<file path="src/rtl/note_detector.sv">
// note_detector: times the squared-up mic period and reports one of eight notes (C4..C5) one-hot.
// Latency: 4 clk from an audio_sq rise to a note_array/note_new change; free-running, no backpressure.
// NOTE_HOLD_EN defined: the last note stays displayed across a silence timeout instead of clearing.
`timescale 1ns/1ps
module note_detector #(
    parameter int CNT_W      = 18,
    parameter int STABLE_CNT = 4
) (
    input  logic       clk,
    input  logic       reset,
    input  logic       audio_sq,
    output logic [7:0] note_array,
    output logic       note_new
);
    localparam logic [CNT_W-1:0] CNT_MAX = {CNT_W{1'b1}};
    localparam logic [CNT_W-1:0] CNT_ONE = CNT_W'(1);
    localparam logic [3:0]       STABLE  = 4'(STABLE_CNT);

    // Bins tile the period axis, so each lower edge is the next shorter note's upper edge.
    localparam logic [CNT_W-1:0] C5_LO = CNT_W'(92715);
    localparam logic [CNT_W-1:0] B4_LO = CNT_W'(98397);
    localparam logic [CNT_W-1:0] A4_LO = CNT_W'(107437);
    localparam logic [CNT_W-1:0] G4_LO = CNT_W'(120593);
    localparam logic [CNT_W-1:0] F4_LO = CNT_W'(135361);
    localparam logic [CNT_W-1:0] E4_LO = CNT_W'(147428);
    localparam logic [CNT_W-1:0] D4_LO = CNT_W'(160975);
    localparam logic [CNT_W-1:0] C4_LO = CNT_W'(180689);
    localparam logic [CNT_W-1:0] C4_HI = CNT_W'(201537);

    typedef enum logic {
        IDLE    = 1'b0,
        MEASURE = 1'b1
    } state_t;

    state_t           state;
    logic [CNT_W-1:0] cnt;
    logic             sync1;
    logic             sync2;
    logic             sync2_q;
    logic             edge_det;
    logic [7:0]       cand;
    logic [3:0]       match_cnt;
    logic [7:0]       bin;
    logic [3:0]       next_match;

    function automatic logic in_bin(input logic [CNT_W-1:0] p,
                                    input logic [CNT_W-1:0] lo,
                                    input logic [CNT_W-1:0] hi);
        return (p >= lo) && (p < hi);
    endfunction

    // cnt holds the period length exactly in the cycle edge_det is seen.
    assign bin = {in_bin(cnt, C5_LO, B4_LO),
                  in_bin(cnt, B4_LO, A4_LO),
                  in_bin(cnt, A4_LO, G4_LO),
                  in_bin(cnt, G4_LO, F4_LO),
                  in_bin(cnt, F4_LO, E4_LO),
                  in_bin(cnt, E4_LO, D4_LO),
                  in_bin(cnt, D4_LO, C4_LO),
                  in_bin(cnt, C4_LO, C4_HI)};

    always_comb begin
        next_match = 4'd1;
        if (bin == cand) begin
            next_match = (match_cnt >= STABLE) ? STABLE : match_cnt + 4'd1;
        end
    end

    always_ff @(posedge clk or negedge reset) begin
        if (!reset) begin
            sync1    <= 1'b0;
            sync2    <= 1'b0;
            sync2_q  <= 1'b0;
            edge_det <= 1'b0;
        end else begin
            sync1    <= audio_sq;
            sync2    <= sync1;
            sync2_q  <= sync2;
            edge_det <= sync2 & ~sync2_q;
        end
    end

    always_ff @(posedge clk or negedge reset) begin
        if (!reset) begin
            state      <= IDLE;
            cnt        <= '0;
            cand       <= 8'h00;
            match_cnt  <= 4'd0;
            note_array <= 8'h00;
            note_new   <= 1'b0;
        end else begin
            note_new <= 1'b0;
            case (state)
                IDLE: begin
                    cnt <= '0;
                    if (edge_det) begin
                        state <= MEASURE;
                        cnt   <= CNT_ONE;
                    end
                end
                MEASURE: begin
                    // An edge coinciding with saturation wins; its period is out of range anyway.
                    if (edge_det) begin
                        cnt <= CNT_ONE;
                        if (bin == 8'h00) begin
                            cand      <= 8'h00;
                            match_cnt <= 4'd0;
                        end else begin
                            cand      <= bin;
                            match_cnt <= next_match;
                            if (next_match == STABLE && bin != note_array) begin
                                note_array <= bin;
                                note_new   <= 1'b1;
                            end
                        end
                    end else if (cnt == CNT_MAX) begin
                        state     <= IDLE;
                        cnt       <= '0;
                        cand      <= 8'h00;
                        match_cnt <= 4'd0;
`ifdef NOTE_HOLD_EN
`else
                        if (note_array != 8'h00) begin
                            note_array <= 8'h00;
                            note_new   <= 1'b1;
                        end
`endif
                    end else begin
                        cnt <= cnt + CNT_ONE;
                    end
                end
                default: state <= IDLE;
            endcase
        end
    end

endmodule

</file>
<file path="config.mk">
export PLATFORM = sky130hd
export DESIGN_NAME = note_detector
export DESIGN_NICKNAME = d
export VERILOG_FILES = /design/src/rtl/note_detector.sv
export SDC_FILE = /design/constraint.sdc
export NUM_CORES = 1
export LEC_CHECK = 0
export BUFFER_PORTS_ARGS = -buffer_cell sky130_fd_sc_hd__clkbuf_2
export CELL_PAD_IN_SITES_DETAIL_PLACEMENT = 2
export CELL_PAD_IN_SITES_GLOBAL_PLACEMENT = 2
export CORE_AREA = 10 10 95 97
export CTS_BUF_LIST = sky130_fd_sc_hd__clkbuf_2
export DETAILED_ROUTE_END_ITERATION = 16
export DIE_AREA = 0 0 105 107
export PLACE_DENSITY_LB_ADDON = 0.3
export SYNTH_ARGS = -nofsm -noshare
export SYNTH_HDL_FRONTEND = slang
export SYNTH_SLANG_ARGS = --single-unit
</file>
<file path="constraint.sdc">
create_clock -name clk -period 6.5 [get_ports clk]
set_clock_uncertainty 0.1 [all_clocks]
set_input_delay 0.65 -clock clk [delete_from_list [all_inputs] [get_ports clk]]
set_output_delay 0.65 -clock clk [all_outputs]
set_load 0.05 [all_outputs]
</file>
==> run summary, run 1 <==
Max rail drop VDD - 0.0001248 V
Worst-Margin Slew - 0.6863 ns
placed wire-length estimate - 7.249 mm
crit path DAT - 4.24 ns
Slew Limit Headroom - 0.5376
Worst Path Class, Setup - reg -> reg
core area - 7137 sq um
total clock sinks - 44
Crit-path slowest cell - or4b_1
sequential area share after synthesis - 0.3651
postcts setup bufs - 0
CTS tree - built
gp weighted congestion - 0.8695
minimum clock period - 3.950 ns
CTS max path bufs - 2
CTS Hold Bufs - 0
reg2reg path depth - 9
syn_nets - 359
DR iter-0 viols - 197
crit start category - flip-flop
WL final - 9.763 mm
DIE AREA - 11240 sq um
Synth Warn # - 0
largest net degree at the start of global routing - 45
count of max-cap constraint violations - 0
global-route wire length before repair - 16.28 mm
commonest cells after routing, fill and taps aside - nor2_1, dfrtp_1, nand2_1
Synth area leader - dfrtp_1
FP Rows - 31
vias in the first global route - 2859
Bufs and invs on worst path - 0
ys flop type - dfrtp_1
DRC Markers - 0
leak pwr - 1.206 nW
ANT nets after route - 0
DP Worst Slack - 2.599 ns
clk root buf - clkbuf_2
flops & latches, synth - 44
post-route clock period utilization - 0.6077
Hold Fails Final Rpt - 0
crit-path max cell delay - 0.69 ns
NetSw - 0.1755 mW
Synth cell types - 67
P&R area growth vs syn - 4.523%
WL/cell - 21.84 microns
1st-pass router iterations - 4
Vias - 2761
Final setup violation count - 0
RSZ-0062 raised after global routing - false
Initial Utilization - 0.4225
Syn Area/Cell - 8.591 sq um
total grt overflow - 0
Worst Setup SP - cnt[14]
Synth top area share - 0.3651
die span in y - 107 microns
Reg-to-Reg End - note_array[3]
origin of the critical flop-to-flop path - cnt[14]
setup_tns - 0 ns
Clk Latency, worst-skew pair - 0.46 ns
Synth area leaders - dfrtp_1, nor2_1, nand2_1
Top Family by Delay on Critical Path - simple AND/OR/NAND/NOR gates
worst path cell trace - nor4_1 -> o21ai_1 -> nor3b_1 -> or4b_1 -> xor2_1 -> nand4_1 -> or4_1 -> or2_1 -> a221o_1
Post-synth EDFFs - 0
Buffers on Ports - 11
P_int - 0.3738 mW
placed inst area - 3078 sq um
initial antenna violation count - 1
Worst Setup End Kind - flip-flop
pwr dens - 174.3 nW/um^2
worst hold path class - in -> async
Synth Instances - 351
Async SR Flop Fraction - 1.000
post-cts sizing count - 0
die width - 105 microns
Cell Area, Synth - 3015 sq um
Max FO, Critical Path - 13
Hold WS - 0.1138 ns
nets - 354
Logic pwr share - 0.128
via/cell ratio - 6.177
Num CTS Buffers - 5
Top-Level Pins - 12
area of all placed cells without fillers - 3152 sq um
status - finished clean
H-tree depth - 2
Seq pwr share - 0.557
fmax - 0.2531 GHz
R2R setup slack - 2.55 ns
Switching Share - 0.3194
Total GRT Usage - 0.1802
most common cell after layout, fill and taps aside - nor2_1
CP required - 6.79 ns
CTS clk-pin slew, worst paths - 0.27 ns
clock share of power - 0.315
Final WS setup - 2.550 ns
layout cell share with drive strength beyond 1 - 0.1009
Final Slew Violations - 0
## worst max-delay path by stage
stage	cells after the start	endpoint	slack (ns)
2_1_floorplan	13	note_array[4]	3.18
3_3_place_gp	9	note_array[3]	2.67
3_5_place_dp	9	note_array[3]	2.60
4_1_cts	9	note_array[3]	2.56
5_1_grt	8	note_array[3]	2.33
6_report	9	note_array[3]	2.55
## state kept, by name (all words and copies together), names as in the netlist
name        flops
cand            8
cnt            18
edge_det        1
match_cnt       4
note_array      8
note_new        1
state           1
sync1           1
sync2           1
sync2_q         1
## layer usage
metal,wire [microns],GRT usage
met1,4727,0.2500
met2,4409,0.2835
met3,470,0.02874
met4,156,0.05000
met5,0,0
## area by class of cell
| type | count | area, sq um |
|---|---|---|
| clock buffers | 5 | 25.02 |
| inverters | 9 | 33.78 |
| clock inverters | 3 | 46.29 |
| multi-input cells | 273 | 1749 |
| well taps | 99 | 123.9 |
| flip-flops and latches | 44 | 1101 |
| repair buffers | 13 | 70.07 |
| fillers | 841 | 3985 |
| diodes | 1 | 2.502 |
## cell families after synthesis
kind of cell / after synthesis / synth area share
xor gates and xnor gates: 22 / 0.06390
and+or+nand+nor: 163 / 0.2859
AOI/OAI and AO/OA: 78 / 0.1930
adders and majority gates: 5 / 0.02075
buffers and inverters: 34 / 0.05477
DFF: 44 / 0.3651
muxes: 5 / 0.01660
## power groups by stage
stage | combinational (mW) | clock (mW) | sequential [mW]
2_1_floorplan | 0.0625 | 0 | 0.295
3_3_place_gp | 0.0679 | 0 | 0.309
3_5_place_dp | 0.0705 | 0 | 0.310
4_1_cts | 0.0708 | 0.181 | 0.306
5_1_grt | 0.0801 | 0.191 | 0.309
6_report | 0.0702 | 0.173 | 0.306
## Yosys cell counts (5+ instances only)
cell type and number:
buf_2 6, clkbuf_1 11, nand3_1 13, o21ai_0 18, nand4b_1 5, mux2i_1 5, inv_1 9, nor4_1 7
xor2_1 11, ha_1 5, nor2_1 45, xnor2_1 11, nand2_1 34, o211ai_1 7, nor3_1 16, dfrtp_1 44
o21ai_1 5, nand4_1 10, a21oi_1 10
## stage by stage
step	power, mW	instances	util
floorplan	0.3576	351	-
global placement	0.3770	438	0.4313
detailed placement	0.3809	438	0.4313
CTS	0.5575	446	0.4413
global route	0.5805	447	0.4416
finish	0.5493	447	0.4416
(Power assumes the default switching activity.)
==> run 2, diff against run 1 <==
--- a/config.mk
+++ b/config.mk
@@ -8,10 +8,10 @@
 export BUFFER_PORTS_ARGS = -buffer_cell sky130_fd_sc_hd__clkbuf_2
 export CELL_PAD_IN_SITES_DETAIL_PLACEMENT = 2
 export CELL_PAD_IN_SITES_GLOBAL_PLACEMENT = 2
-export CORE_AREA = 10 10 95 97
+export CORE_AREA = 10 10 103 105
 export CTS_BUF_LIST = sky130_fd_sc_hd__clkbuf_2
 export DETAILED_ROUTE_END_ITERATION = 16
-export DIE_AREA = 0 0 105 107
+export DIE_AREA = 0 0 113 115
 export PLACE_DENSITY_LB_ADDON = 0.3
 export SYNTH_ARGS = -nofsm -noshare
 export SYNTH_HDL_FRONTEND = slang
==> constraint.sdc (replaced) <==
create_clock -name clk -period 3.5 [get_ports clk]
set_clock_uncertainty 0.1 [all_clocks]
set_input_delay 0.35 -clock clk [delete_from_list [all_inputs] [get_ports clk]]
set_output_delay 0.35 -clock clk [all_outputs]
set_load 0.05 [all_outputs]
==> run summary, run 2 (synthesis results as in run 1) <==
status - finished with violations
violated checks - negative setup slack
die span in y - 115 microns (+7.5%)
Worst Path Class, Setup - reg -> reg
Power Total - 1.078 mW (+96%)
DRC Markers - 0 (unchanged)
CTS max path bufs - 2 (unchanged)
count of max-cap constraint violations - 0 (unchanged)
clk root buf - clkbuf_2
core area - 8551 sq um (+20%)
clock share of power - 0.304 (-0.011)
top flop regs - cnt: 18 flops, cand: 8 flops, note_array: 8 flops
Worst Setup End Kind - flip-flop
most common cell after layout, fill and taps aside - buf_4
total grt overflow - 0 (unchanged)
placed wire-length estimate - 8.493 mm (+17%)
worst hold path class - in -> async
Largest Register - cnt
Final Slew Violations - 0 (unchanged)
Slew Limit Headroom - 0.5536 (+0.01596)
Final WS setup - -0.1008 ns (-2.650 ns)
WL final - 11.75 mm (+20%)
vias in the first global route - 3171 (+11%)
global-route wire length before repair - 17.88 mm (+9.8%)
P_int - 0.7303 mW (+95%)
Final Non-Filler Cells - 519 (+16%)
Inst Count DP - 504 (+15%)
commonest cells after routing, fill and taps aside - buf_4, nor2_1, dfrtp_1
WL/cell - 22.63 microns (+3.6%)
Buffers on Ports - 11 (unchanged)
crit-path max cell delay - 0.57 ns (-0.12 ns)
ANT cells - 0 (-1)
Initial Utilization - 0.3526 (-0.06986)
Logic pwr share - 0.184 (+0.056)
initial antenna violation count - 0 (-1)
DR iter-0 viols - 191 (-3.0%)
FP Rows - 34 (+9.7%)
Final setup violation count - 1 (+1)
CTS clk-pin slew, worst paths - 0.30 ns (+0.03 ns)
largest net degree at the start of global routing - 24 (-47%)
Vias - 3011 (+9.1%)
nets - 418 (+18%)
Num CTS Buffers - 5 (unchanged)
Hold Fails Final Rpt - 0 (unchanged)
number of flip-flops under the largest register name - 18 (unchanged)
worst path cell trace - buf_4 -> buf_4 -> nand4_1 -> nor3_2 -> buf_4 -> a22o_1 -> nand2_1 -> xor2_1 -> o211ai_1 -> or4_4 -> buf_4 -> nor3_2 -> buf_4 -> mux2i_1
layout cell share with drive strength beyond 1 - 0.2968 (+0.1960)
crit path DAT - 3.86 ns (-0.38 ns)
Max FO, Critical Path - 6 (-7)
Hold WS - 0.2897 ns (+0.1759 ns)
die width - 113 microns (+7.6%)
via/cell ratio - 5.802 (-6.1%)
minimum clock period - 3.601 ns (-0.3495 ns)
crit start category - flip-flop
H-tree depth - 2 (unchanged)
Max rail drop VDD - 0.0001839 V (+47%)
fmax - 0.2777 GHz (+9.7%)
Crit-path slowest cell - or4_4
CP required - 3.76 ns (-3.03 ns)
ANT nets after route - 0 (unchanged)
pwr dens - 288.2 nW/um^2 (+65%)
Total GRT Usage - 0.1698 (-0.01038)
reg2reg path depth - 14 (+5)
total clock sinks - 44 (unchanged)
Critical Path Most Common Cell - buf_4
gp weighted congestion - 0.8898 (+2.3%)
Worst-Margin Slew - 0.6697 ns (-0.01669 ns)
DIE AREA - 13000 sq um (+16%)
CTS tree - built
NetSw - 0.3479 mW (+98%)
Seq pwr share - 0.512 (-0.045)
P&R area growth vs syn - 24.07%
Top-Level Pins - 12 (unchanged)
Clk Latency, worst-skew pair - 0.46 ns (about the same)
Switching Share - 0.3227 (+0.003253)
post-route clock period utilization - 1.029 (+0.4211)
leak pwr - 1.527 nW (+27%)
1st-pass router iterations - 4 (unchanged)
## run 2: worst max-delay path: cells and delay by family (launching register included)
family | cells | cell delay (ns)
compound gates | 2 | 0.35
buf+inv | 5 | 0.84
mux | 1 | 0.28
flops | 1 | 0.47
xor+xnor | 1 | 0.23
simple gates | 5 | 1.24
## run 2: power groups by stage
| stage | Sequential [mW] | Combinational, mW | Clock [mW] |
|---|---|---|---|
| 2_1_floorplan | 0.548 | 0.116 | 0 |
| 3_3_place_gp | 0.560 | 0.166 | 0 |
| 3_5_place_dp | 0.562 | 0.171 | 0 |
| 4_1_cts | 0.553 | 0.179 | 0.339 |
| 5_1_grt | 0.557 | 0.221 | 0.360 |
| 6_report | 0.552 | 0.198 | 0.327 |
## run 2: metal layers
| layer | track usage | vias up | share of wire | routed length, microns |
|---|---|---|---|---|
| li1 | - | 1389 | - | - |
| met1 | 0.2323 | 1560 | 0.47 | 5514 |
| met2 | 0.2784 | 49 | 0.48 | 5687 |
| met5 | 0 | - | 0 | 0 |
| met3 | 0.02500 | 13 | 0.032 | 380 |
| met4 | 0.03215 | 0 | 0.014 | 165 |
## run 2: timing repair
action,4_1_cts,5_1_grt
pin swaps,0,3
endpoints found under the setup margin,10,12
hold buffers,2,0
hold endpoints to repair,22,0
gates resized for setup,3,24
buffers inserted,2,3
## run 2: worst paths after layout
| path | end | slack [ns] | startpoint |
|---|---|---|---|
| setup / recovery | note_array[7] | -0.10 | cnt[9] |
| hold / removal | cand[5] | 0.29 | reset |
| setup reg to reg | note_array[7] | -0.10 | cnt[9] |
| hold reg to reg | sync2 | 0.29 | sync1 |
| max in group asynchronous | cnt[2] | 2.19 | reset |
| min in group clk | sync2 | 0.29 | sync1 |
## run 2: through the flow
step | util | TNS (ns) | worst slack [ns] | instance area, sq um
after floorplan | - | 0 | 0.1828 | 3015
after global placement | 0.4113 | 0 | 0.03042 | 3517
after detailed placement | 0.4113 | -0.2620 | -0.07140 | 3517
after CTS | 0.4252 | 0 | 0.007471 | 3636
after global routing | 0.4375 | -0.4520 | -0.1736 | 3741
final | 0.4375 | -0.1008 | -0.1008 | 3741
## run 2: layout make-up
cell class                 count  area (sq um)
fill                         942          4810
clock inverter                 3         47.55
clock buffer                   5         25.02
inverter                       9         33.78
sequential                    44          1111
multi-input combinational    273          1836
timing repair buffer          77         553.0
tap                          108         135.1
